`config.mk`:
```
export PLATFORM = sky130hd
export DESIGN_NAME = uart_sdram_bridge
export DESIGN_NICKNAME = d
export VERILOG_FILES = /design/src/rtl/uart_sdram_bridge.sv
export SDC_FILE = /design/constraint.sdc
export NUM_CORES = 1
export LEC_CHECK = 0
export BUFFER_PORTS_ARGS = -buffer_cell sky130_fd_sc_hd__buf_2
export CAP_MARGIN = 15
export CORE_MARGIN = 5
export CORE_UTILIZATION = 41
export DETAILED_ROUTE_END_ITERATION = 16
export GPL_ROUTABILITY_DRIVEN = 1
export PLACE_DENSITY = 0.73
export SETUP_SLACK_MARGIN = 0.3
export SLEW_MARGIN = 30
export SYNTH_ARGS = -nofsm -noshare
export SYNTH_HDL_FRONTEND = slang
export SYNTH_SLANG_ARGS = --single-unit
```
`constraint.sdc`:
```
create_clock -name clk_100MHz -period 3.84 [get_ports clk_100MHz]
set_input_delay 0.192 -clock clk_100MHz [delete_from_list [all_inputs] [get_ports clk_100MHz]]
set_output_delay 0.192 -clock clk_100MHz [all_outputs]
set_load 0.05 [all_outputs]
```
`src/rtl/uart_sdram_bridge.sv`:
```
// UART command parser that issues single-word SDRAM read/write requests
// and returns the read data or a status byte over the serial link.
module uart_sdram_bridge #(
    parameter int REQ_TIMEOUT = 1024,
    parameter int RX_TIMEOUT  = 1000000
) (
    input  logic        clk_100MHz,
    input  logic        rst_n,
    input  logic [7:0]  rx_data,
    input  logic        rx_valid,
    output logic [7:0]  tx_data,
    output logic        tx_start,
    input  logic        tx_busy,
    output logic [23:0] addr,
    output logic        rd_req,
    output logic        wr_req,
    output logic [15:0] wr_data,
    input  logic [15:0] rd_data,
    input  logic        rd_valid,
    input  logic        wr_ready,
    output logic        busy,
    output logic        rx_overrun
);
    localparam int RQW = $clog2(REQ_TIMEOUT + 1);
    localparam int RXW = $clog2(RX_TIMEOUT + 1);
    localparam logic [RQW-1:0] REQ_LAST = RQW'(REQ_TIMEOUT - 1);
    localparam logic [RXW-1:0] RX_LAST  = RXW'(RX_TIMEOUT - 1);

    typedef enum logic [2:0] {IDLE, GET_ADDR, GET_DATA, ISSUE, WAIT, SEND} state_t;

    state_t          state_q;
    logic            is_wr_q;
    logic [1:0]      cnt_q;
    logic [RQW-1:0]  req_tmr_q;
    logic [RXW-1:0]  gap_q;
    logic [15:0]     resp_q;
    logic [1:0]      left_q;
    logic            hold_q;
    logic [23:0]     addr_q;
    logic [15:0]     wr_data_q;
    logic            rd_req_q, wr_req_q, tx_start_q, ovr_q;
    logic [7:0]      tx_data_q;

    always_ff @(posedge clk_100MHz or negedge rst_n) begin
        if (!rst_n) begin
            state_q    <= IDLE;
            is_wr_q    <= 1'b0;
            cnt_q      <= '0;
            req_tmr_q  <= '0;
            gap_q      <= '0;
            resp_q     <= '0;
            left_q     <= '0;
            hold_q     <= 1'b0;
            addr_q     <= '0;
            wr_data_q  <= '0;
            rd_req_q   <= 1'b0;
            wr_req_q   <= 1'b0;
            tx_start_q <= 1'b0;
            tx_data_q  <= '0;
            ovr_q      <= 1'b0;
        end else begin
            tx_start_q <= 1'b0;
            case (state_q)
                IDLE: begin
                    if (rx_valid && (rx_data == 8'h57 || rx_data == 8'h52)) begin
                        is_wr_q <= (rx_data == 8'h57);
                        cnt_q   <= '0;
                        gap_q   <= '0;
                        state_q <= GET_ADDR;
                    end
                end
                GET_ADDR, GET_DATA: begin
                    if (rx_valid) begin
                        gap_q <= '0;
                        cnt_q <= cnt_q + 2'd1;
                        if (state_q == GET_ADDR) begin
                            addr_q <= {addr_q[15:0], rx_data};
                            if (cnt_q == 2'd2) begin
                                cnt_q <= '0;
                                if (is_wr_q) begin
                                    state_q <= GET_DATA;
                                end else begin
                                    rd_req_q  <= 1'b1;
                                    req_tmr_q <= '0;
                                    state_q   <= ISSUE;
                                end
                            end
                        end else begin
                            wr_data_q <= {wr_data_q[7:0], rx_data};
                            if (cnt_q == 2'd1) begin
                                wr_req_q  <= 1'b1;
                                req_tmr_q <= '0;
                                state_q   <= ISSUE;
                            end
                        end
                    end else if (gap_q == RX_LAST) begin
                        state_q <= IDLE;
                    end else begin
                        gap_q <= gap_q + 1'b1;
                    end
                end
                ISSUE: begin
                    req_tmr_q <= req_tmr_q + 1'b1;
                    state_q   <= WAIT;
                end
                WAIT: begin
                    // Completion is checked first so it beats a same-cycle timeout.
                    if (is_wr_q ? wr_ready : rd_valid) begin
                        rd_req_q <= 1'b0;
                        wr_req_q <= 1'b0;
                        resp_q   <= is_wr_q ? 16'h004B : rd_data;
                        left_q   <= is_wr_q ? 2'd1 : 2'd2;
                        hold_q   <= 1'b0;
                        state_q  <= SEND;
                    end else if (req_tmr_q == REQ_LAST) begin
                        rd_req_q <= 1'b0;
                        wr_req_q <= 1'b0;
                        resp_q   <= 16'h0045;
                        left_q   <= 2'd1;
                        hold_q   <= 1'b0;
                        state_q  <= SEND;
                    end else begin
                        req_tmr_q <= req_tmr_q + 1'b1;
                    end
                end
                SEND: begin
                    // hold_q skips the cycle where tx_busy has not yet risen.
                    if (hold_q) begin
                        hold_q <= 1'b0;
                    end else if (!tx_busy) begin
                        if (left_q != 2'd0) begin
                            tx_start_q <= 1'b1;
                            tx_data_q  <= (left_q == 2'd2) ? resp_q[15:8] : resp_q[7:0];
                            left_q     <= left_q - 2'd1;
                            hold_q     <= 1'b1;
                        end else begin
                            state_q <= IDLE;
                        end
                    end
                end
                default: state_q <= IDLE;
            endcase
            if (rx_valid && (state_q == ISSUE || state_q == WAIT || state_q == SEND))
                ovr_q <= 1'b1;
        end
    end

    assign tx_data    = tx_data_q;
    assign tx_start   = tx_start_q;
    assign addr       = addr_q;
    assign rd_req     = rd_req_q;
    assign wr_req     = wr_req_q;
    assign wr_data    = wr_data_q;
    assign busy       = (state_q != IDLE);
    assign rx_overrun = ovr_q;

endmodule

```
==> results of run 1 <==
where the power goes:
part	internal, mW	switching [mW]
clock	0.470	0.446
sequential	1.51	0.273
combinational	0.716	1.71
total	2.70	2.43
stage by stage:
stage	power [mW]	hold slack [ns]	instance area (um^2)	instances
floorplan	3.659	-0.1036	5219	485
global placement	4.170	0.1653	5777	720
detailed placement	4.242	0.1754	5777	720
CTS	5.172	0.03702	6078	737
global route	5.427	0.06128	6083	737
finish	5.126	0.05961	6083	737
cell usage after synthesis (2+ instances only):
cell type  instances  share of area, %
nand4_1           13               1.6
buf_4              3              0.43
nor2b_1            3              0.36
o21a_1             4              0.58
nand4b_1           2              0.34
nand3b_1           2              0.29
o21ai_0           19               1.8
o31ai_4            2              0.82
ha_1               4              0.96
a221o_1            4              0.77
nor4_1             8              0.96
nand2b_1           8              0.96
a2111oi_0          2              0.34
buf_2             10              0.96
a31oi_1            3              0.36
a21oi_1           24               2.3
and2_1             4              0.48
a22o_1             7               1.2
o31ai_1           14               2.0
mux2i_1           13               2.5
o211ai_1           3              0.43
nor2_1            35               2.5
and3_1             3              0.36
dfrtp_1          108                52
a211oi_1           3              0.43
or2_2              2              0.24
mux2_2            42               9.1
and4_1             4              0.67
xor2_1             3              0.50
inv_1              9              0.65
nand3_1           19               1.8
a21o_1             3              0.43
nand2_1           46               3.3
o31a_1             2              0.34
nor3_1             8              0.77
clkbuf_1          11              0.79
or4_1              8               1.2
a211o_1            4              0.67
o221ai_1           2              0.34
critical path, stage by stage, from the launching register on:
cell and delay (ns):
dfrtp_1 0.56, or3b_1 0.54, a21o_1 0.24, o31a_1 0.77, o221ai_1 0.26, a22o_1 0.29
state kept, by name (all words and copies together) (netlist names):
signal / flops
hold_q: 1
rx_overrun: 1
is_wr_q: 1
state_q: 3
gap_q: 20
tx_data: 8
rd_req: 1
req_tmr_q: 11
cnt_q: 2
tx_start: 1
left_q: 2
wr_data: 16
wr_req: 1
resp_q: 16
addr: 24
cell families (layout without fill, tap and decap cells):
kind of cell    count (synthesis)  count (layout)  synth area share [%]
mux                            55              55                 11.56
simple gates                  175             175                 17.62
fa+ha+maj                       4               4                0.9590
xor+xnor                        3               3                0.5036
buf+inv                        35             115                 3.117
compound gates                105             105                 14.46
flops                         108             108                 51.79
metal layers:
metal,vias to the layer above,wire [um]
li1,1951,-
met1,2047,5299
met2,89,5987
met3,18,569
met4,0,199
met5,-,0
area by class of cell:
class | count | area (um^2)
Fill cell | 1151 | 6485
Sequential cell | 108 | 2703
Multi-Input combinational cell | 342 | 2365
Timing Repair Buffer | 90 | 475.5
Clock buffer | 10 | 239.0
Tap cell | 172 | 215.2
Clock inverter | 6 | 52.55
Inverter | 9 | 33.78
final timing paths:
path / slack, ns / cells past startpoint / endpoint
worst max register to register: 1.06 / 5 / req_tmr_q[2]$_DFFE_PN0P_
min in group asynchronous: 0.33 / 2 / req_tmr_q[5]$_DFFE_PN0P_
worst max-delay path: 1.06 / 5 / req_tmr_q[2]$_DFFE_PN0P_
worst min-delay path: 0.06 / 3 / resp_q[5]$_DFFE_PN0P_
max in group asynchronous: 2.57 / 3 / tx_start$_DFF_PN0_
worst min register to register: 0.45 / 1 / rx_overrun$_DFFE_PN0P_
==> results_dict.tcl, run 1 <==
set metrics [dict create \
    setup_viol 0 \
    utilization_pct 48.40 \
    synth_ff_type "dfrtp_1" \
    dpl.hpwl_um 8671 \
    critPathMaxFanout 23 \
    first_global_vias 4092 \
    clkLatencyLatePin_ns 0.36 \
    grt_max_degree 46 \
    clkTransAtPathRegs_ns 0.07 \
    slew_headroom_pct 39.62 \
    ys_seq_area_share_pct 51.79 \
    rows 41 \
    floorplan.initialDensity_pct 41.52 \
    finClkSkew_ns 0.008670 \
    ctsHtreeMaxLevel 3 \
    cp.required_ns 4.08 \
    first_pass_iters 4 \
    grt_use_total_pct 16.93 \
    io_pins 83 \
    grt_util_met2_pct 27.33 \
    async_reset_ff_share_pct 100.0 \
    top_usage_layer "met2" \
    syn_avg_cell_area_um2 10.76 \
    post-place-ws_ns 1.099 \
    grt_setup_unrepaired "no" \
    portBuffers 82 \
    grt_util_met1_pct 22.59 \
    via_count 4105 \
    final_common_cell "dfrtp_1" \
    antenna_found_initial 0 \
    ctsHoldBuffers 1 \
    crit_path_end_kind "flip-flop" \
    syn_nets 519 \
    power_leakage_nw 2.701 \
    layout_common_cells "108 x dfrtp_1, 81 x buf_2, 46 x nand2_1" \
    drv_slew 0 \
    finalNetCount 594 \
    worst_slew_pin_slew_ns 0.9058 \
    yosysWarnings 0 \
    die_h_um 122.8 \
    period_share_pct 72.41 \
    drt-total-wl_um 12060 \
    core_um2 12570 \
    fin_crit_ns 2.781 \
    postCtsSetupBuffers 0 \
    finalWorstSetupSlack_ns 1.059 \
    drive_gt1_share_pct 28.50 \
    synthToLayoutAreaGrowth_pct 16.57 \
    synthCells 485 \
    status "finished, final reports clean" \
    cts_root_buffer "clkbuf_16" \
    powerDensity_nw_per_um2 842.6 \
    path_class "flip-flop to flip-flop" \
    synthesis.area_um2 5219 \
    cts.sinks 108 \
    via_per_inst 5.570 \
    clock_path_buffers 2 \
    grt_pass1_wl_um 20320 \
    num_antenna_cells 0 \
    cts_tree "yes" \
    synth_edf_count 0 \
    worst_ep_arrival_time_ns 3.03 \
    routedWlPerCell_um 16.36 \
    critPathLaunch "state_q[2]$_DFFE_PN0P_" \
    start_kind "flip-flop" \
    reg2reg_from "state_q[2]$_DFFE_PN0P_" \
    die_w_um 122.8 \
    drcViolationCount 0 \
    hold_viol 0 \
    dieArea_um2 15080 \
    gr-total-overflow 0 \
    ys_seq_elements 108 \
    drt_iter0_drc 450 \
    max_freq_mhz 359.6 \
    cts_buffers 9 \
    max-cap-violations 0 \
    place_congestion 0.8244 \
    grt_use_met3_pct 4.332 \
    setup_tns_ns 0 \
    ir_drop_uv 585.5 \
    min_from "rd_data[5]" \
    hp-class "input port to flip-flop" \
    post_cts_resized 0 \
    ant_nets 0 \
    yosysUniqueCellTypes 60 \
]
(Power assumes the default switching activity.)
==> run 2, diff against run 1 <==
==> constraint.sdc (replaced) <==
create_clock -name clk_100MHz -period 2.8 [get_ports clk_100MHz]
set_input_delay 0.14 -clock clk_100MHz [delete_from_list [all_inputs] [get_ports clk_100MHz]]
set_output_delay 0.14 -clock clk_100MHz [all_outputs]
set_load 0.05 [all_outputs]
==> run 2 against run 1 <==
Compared with the run above:
- count of clock-buffer cells in the layout did not move
- routed wire length fell by 2.9%
- setup slack got worse by 0.60 ns
- clock power rose by 31%
- largest cell class unchanged
==> results_dict.tcl, run 2 (synthesis results as in run 1) <==
set metrics [dict create \
    clkTransAtPathRegs_ns 0.07 \
    critPathCapture "req_tmr_q[0]$_DFFE_PN0P_" \
    cp_num_buf_inv 0 \
    grt_setup_unrepaired "no" \
    fin_crit_ns 2.339 \
    dieArea_um2 15080 \
    critPathLaunch "state_q[0]$_DFFE_PN0P_" \
    ir_drop_uv 825.2 \
    p_int_mw 3.714 \
    finClkSkew_ns 0.005931 \
    hp-class "input port to flip-flop" \
    rows 41 \
    slew_headroom_pct 43.33 \
    drv_slew 0 \
    drt_iter0_drc 319 \
    path_class "flip-flop to flip-flop" \
    power.total_mw 6.994 \
    multi_input_area_um2 2360 \
    reg2reg_from "state_q[0]$_DFFE_PN0P_" \
    combPwrFrac_pct 48.0 \
    dpl.hpwl_um 8424 \
    ff2ff_setup_slack_ns 0.46 \
    layout_common_cells "108 x dfrtp_1, 81 x buf_2, 46 x nand2_1" \
    cts.sinks 108 \
    r2r_end "req_tmr_q[0]$_DFFE_PN0P_" \
    ctsHtreeMaxLevel 3 \
    via_count 4086 \
    cp.depth 4 \
    drcViolationCount 0 \
    synthToLayoutAreaGrowth_pct 17.33 \
    crit_path_end_kind "flip-flop" \
    gr-total-overflow 0 \
    path_delay_family "compound AO/OA/AOI/OAI gates" \
    p_seq_share_pct 34.8 \
    crit_slowest_cell "or3b_1" \
    critPathMaxFanout 13 \
    power_frac_clock_pct 17.2 \
    clock_path_buffers 2 \
    ff2ff_path_depth 4 \
    postCtsSetupBuffers 0 \
    io_pins 83 \
    largest_register_ffs 24 \
    setup_tns_ns 0 \
    die_h_um 122.8 \
    status "finished, final reports clean" \
    cp.required_ns 3.04 \
    seqCellArea_um2 2703 \
    max_stage_delay_ns 0.62 \
    num_antenna_cells 0 \
    cts_root_buffer "clkbuf_16" \
    portBuffers 82 \
    post_cts_resized 0 \
    cts_buffers 9 \
    worst_slew_pin_slew_ns 0.8483 \
    antenna_found_initial 0 \
    die_w_um 122.8 \
    nFillCells 1152 \
    swShare_pct 46.90 \
    switchingPower_mw 3.280 \
    start_kind "flip-flop" \
    grt_pass1_wl_um 20000 \
    hold_viol 0 \
    drt-total-wl_um 11710 \
    grt_use_total_pct 16.74 \
    place_congestion 0.8213 \
    powerDensity_nw_per_um2 1142 \
    first_global_vias 4064 \
    worstPathCellList "or3b_1, o31ai_4, a211oi_2, mux2_2" \
    final_common_cell "dfrtp_1" \
    power_leakage_nw 2.729 \
    grt_max_degree 67 \
    core_um2 12570 \
    floorplan.initialDensity_pct 41.52 \
    first_pass_iters 4 \
    max_freq_mhz 427.6 \
    ctsHoldBuffers 3 \
    ant_nets 0 \
    setup_viol 0 \
    period_share_pct 83.53 \
    drive_gt1_share_pct 28.60 \
    routedWlPerCell_um 15.78 \
    finalNetCount 600 \
    max-cap-violations 0 \
    via_per_inst 5.507 \
    clkLatencyLatePin_ns 0.36 \
    cts_tree "yes" \
    worst_ep_arrival_time_ns 2.58 \
]
## run 2: cell types whose count changed in the layout (fill, tap and decap cells not counted)
cell	change
dlygate4sd3_1	+2
buf_12	+1
inv_6	-1
clkinv_2	+2
a211oi_1	+1
buf_4	+3
clkinvlp_4	-1
a211oi_2	-1
inv_8	-1
## run 2: area by class of cell
| type | count | share of cell area, % |
|---|---|---|
| timing repair buffer | 96 | 8.786 |
| multi-input combinational | 342 | 38.54 |
| clock buffer | 10 | 3.903 |
| sequential | 108 | 44.14 |
| inverter | 9 | 0.5517 |
| clock inverter | 5 | 0.5721 |
| tap | 172 | 3.515 |
## run 2: worst min-delay path by stage
stage	start	to	slack, ns	cells after the start
global route	rd_data[12]	resp_q[12]$_DFFE_PN0P_	0.01	3
floorplan	rst_n	addr[0]$_DFFE_PN0P_	-0.16	0
global placement	rst_n	req_tmr_q[5]$_DFFE_PN0P_	0.17	1
finish	rd_data[12]	resp_q[12]$_DFFE_PN0P_	0.01	3
CTS	rd_data[7]	resp_q[7]$_DFFE_PN0P_	0.001	3
detailed placement	rst_n	req_tmr_q[5]$_DFFE_PN0P_	0.18	1
## run 2: stage by stage
step	hold WS (ns)	cells	setup slack [ns]	util, %	area, um^2
global placement	0.1721	724	0.5593	46.30	5819
CTS	0.001230	742	0.4765	48.72	6123
floorplan	-0.1556	485	0.8465	-	5219
detailed placement	0.1789	724	0.4951	46.30	5819
global route	0.01100	742	0.3351	48.72	6123
finish	0.01068	742	0.4611	48.72	6123
## run 2: worst reg2reg max path, cell delays in order (launching register included)
cell and delay, ns:
dfrtp_1 0.50, or3b_1 0.63, o31ai_4 0.61, a211oi_2 0.18
mux2_2 0.32
## run 2: per-layer routing
metal / track usage, % / share of wire (%) / vias up
met5: 0 / 0 / -
met1: 21.98 / 44 / 2001
li1: - / - / 1967
met4: 4.479 / 1.2 / 0
met3: 4.747 / 5.6 / 12
met2: 27.26 / 49 / 106
## run 2: power by group through the flow
| stage | clock network, mW | registers, mW | logic, mW |
|---|---|---|---|
| floorplan | 0 | 3.62 | 1.40 |
| global placement | 0 | 2.43 | 3.32 |
| detailed placement | 0 | 2.46 | 3.37 |
| CTS | 1.23 | 2.44 | 3.39 |
| global route | 1.30 | 2.51 | 3.60 |
| finish | 1.20 | 2.43 | 3.36 |
==> run 3, diff against run 2 <==
==> constraint.sdc (replaced) <==
create_clock -name clk_100MHz -period 2.31 [get_ports clk_100MHz]
set_input_delay 0.1155 -clock clk_100MHz [delete_from_list [all_inputs] [get_ports clk_100MHz]]
set_output_delay 0.1155 -clock clk_100MHz [all_outputs]
set_load 0.05 [all_outputs]
==> run 3 against run 2 <==
Compared with the run above:
- global-route usage rose by 0.72 points
- utilization rose by 3.7 points
- non-clock buffer count increased by 35
- via count rose by 6.0%
- combinational power is 30% higher
- worst hold slack better by 0.017 ns
- sequential power is 20% higher
- power grew 26%
- routed wire length is 12% higher
- sequential cell count unchanged
- count of clock-buffer cells in the layout is 1 lower
- clock skew fell by 0.00056 ns
- largest power group unchanged
==> results_dict.tcl, run 3 (synthesis results as in run 1) <==
set metrics [dict create \
    cts_root_buffer "clkbuf_16" \
    io_pins 83 \
    via_per_inst 5.560 \
    crit_slowest_cell "dfrtp_1" \
    slew_headroom_pct 51.57 \
    place_congestion 0.8864 \
    worst_ep_arrival_time_ns 2.25 \
    cp_num_buf_inv 2 \
    critPathLaunch "gap_q[6]$_DFFE_PN0P_" \
    power_frac_clock_pct 17.7 \
    dieArea_um2 15080 \
    synthToLayoutAreaGrowth_pct 26.13 \
    worstPathCellList "buf_4, nor4bb_4, nand4_1, nor3_4, buf_6, or4_1, a21oi_1" \
    finClkSkew_ns 0.005375 \
    max_stage_delay_ns 0.43 \
    hp-class "input port to flip-flop" \
    grt_pass1_wl_um 20960 \
    power.total_mw 8.841 \
    whs_ns 0.02724 \
    drv_slew 0 \
    drt-total-wl_um 13090 \
    cts_tree "yes" \
    finalWorstSetupSlack_ns 0.2863 \
    die_w_um 122.8 \
    drive_gt1_share_pct 34.60 \
    crit_path_end_kind "flip-flop" \
    antenna_found_initial 0 \
    place_area_um2 5887 \
    dpl.hpwl_um 8925 \
    ant_nets 0 \
    post-place-ws_ns 0.2089 \
    grt_use_total_pct 17.46 \
    cp.required_ns 2.53 \
    grt_max_degree 60 \
    utilization_pct 52.37 \
    dp_cells 733 \
    finalNetCount 636 \
    die_h_um 122.8 \
    via_count 4331 \
    first_pass_iters 5 \
    rows 41 \
    stdcell_count 779 \
    floorplan.initialDensity_pct 41.52 \
    worst_slew_pin_slew_ns 0.7188 \
    cts.sinks 108 \
    design_area_um2 6583 \
    swShare_pct 47.43 \
    period_share_pct 87.61 \
    status "finished, final reports clean" \
    critPathMaxFanout 12 \
    start_kind "flip-flop" \
    setup_viol 0 \
    p_seq_share_pct 33.0 \
    drcViolationCount 0 \
    layout_common_cells "106 x dfrtp_1, 81 x buf_2, 45 x nand2_1" \
    clkLatencyLatePin_ns 0.36 \
    cts_buffers 9 \
    max-cap-violations 0 \
    path_delay_family "simple AND/OR/NAND/NOR gates" \
    drt_iter0_drc 379 \
    clock_path_buffers 2 \
    routedWlPerCell_um 16.80 \
    min_from "rx_data[7]" \
    switchingPower_mw 4.193 \
    fin_crit_ns 2.024 \
    path_class "flip-flop to flip-flop" \
    max_freq_mhz 494.1 \
    ir_drop_uv 1267 \
    first_global_vias 4313 \
    hold_viol 0 \
    num_antenna_cells 0 \
    reg2reg_from "gap_q[6]$_DFFE_PN0P_" \
    p_int_mw 4.648 \
    powerDensity_nw_per_um2 1343 \
    core_um2 12570 \
    setup_tns_ns 0 \
    ctsHtreeMaxLevel 3 \
    combPwrFrac_pct 49.4 \
    gr-total-overflow 0 \
    final_common_cell "dfrtp_1" \
    portBuffers 82 \
    power_leakage_nw 2.954 \
    clkTransAtPathRegs_ns 0.08 \
    grt_setup_unrepaired "yes" \
    largest_register_ffs 24 \
]
-- run 3: changes by cell type in the layout (fill, tap and decap cells not counted), sizes merged --
cell         before  now
a211o             4    5
buf              93  116
clkbuf           10    9
clkinv            2    3
dlygate4sd3       3   15
inv              11   12
-- run 3: layer usage --
metal	vias up	track usage (%)	wire length, um
met1	2123	21.68	5578
li1	2038	-	-
met2	138	29.72	6548
met4	0	5.878	295
met5	-	0	0
met3	32	4.332	666
-- run 3: final timing paths --
path                       slack, ns  depth (start not counted)                endpoint
hold reg to reg                 0.45                          1  rx_overrun$_DFFE_PN0P_
setup / recovery                0.29                          7   gap_q[13]$_DFFE_PN0P_
min in group asynchronous       0.33                          2  wr_data[9]$_DFFE_PN0P_
max in group asynchronous       1.23                          3    gap_q[2]$_DFFE_PN0P_
setup reg to reg                0.29                          7   gap_q[13]$_DFFE_PN0P_
hold / removal                  0.03                          2  wr_data[7]$_DFFE_PN0P_
-- run 3: timing repair --
action,CTS,global route
pin swaps,4,14
setup buffers,3,9
setup endpoints to repair,31,43
endpoints found under the hold margin,63,0
resized for setup,6,33
cloned,0,3
hold buffers,15,0
-- run 3: power by group through the flow --
| stage | sequential [mW] | combinational [mW] | clock (mW) |
|---|---|---|---|
| after floorplan | 4.38 | 1.70 | 0 |
| after global placement | 2.91 | 4.11 | 0 |
| after detailed placement | 2.96 | 4.19 | 0 |
| after CTS | 2.92 | 4.25 | 1.60 |
| after global routing | 3.00 | 4.66 | 1.68 |
| final | 2.91 | 4.36 | 1.56 |
-- run 3: cell type report --
cell class                      count  area (um^2)
Fill cell                        1110         5986
Tap cell                          172        215.2
Timing Repair Buffer              131        845.8
Sequential cell                   108         2705
Clock buffer                        9        225.2
Clock inverter                      7        80.08
Multi-Input combinational cell    343         2477
Inverter                            9        33.78
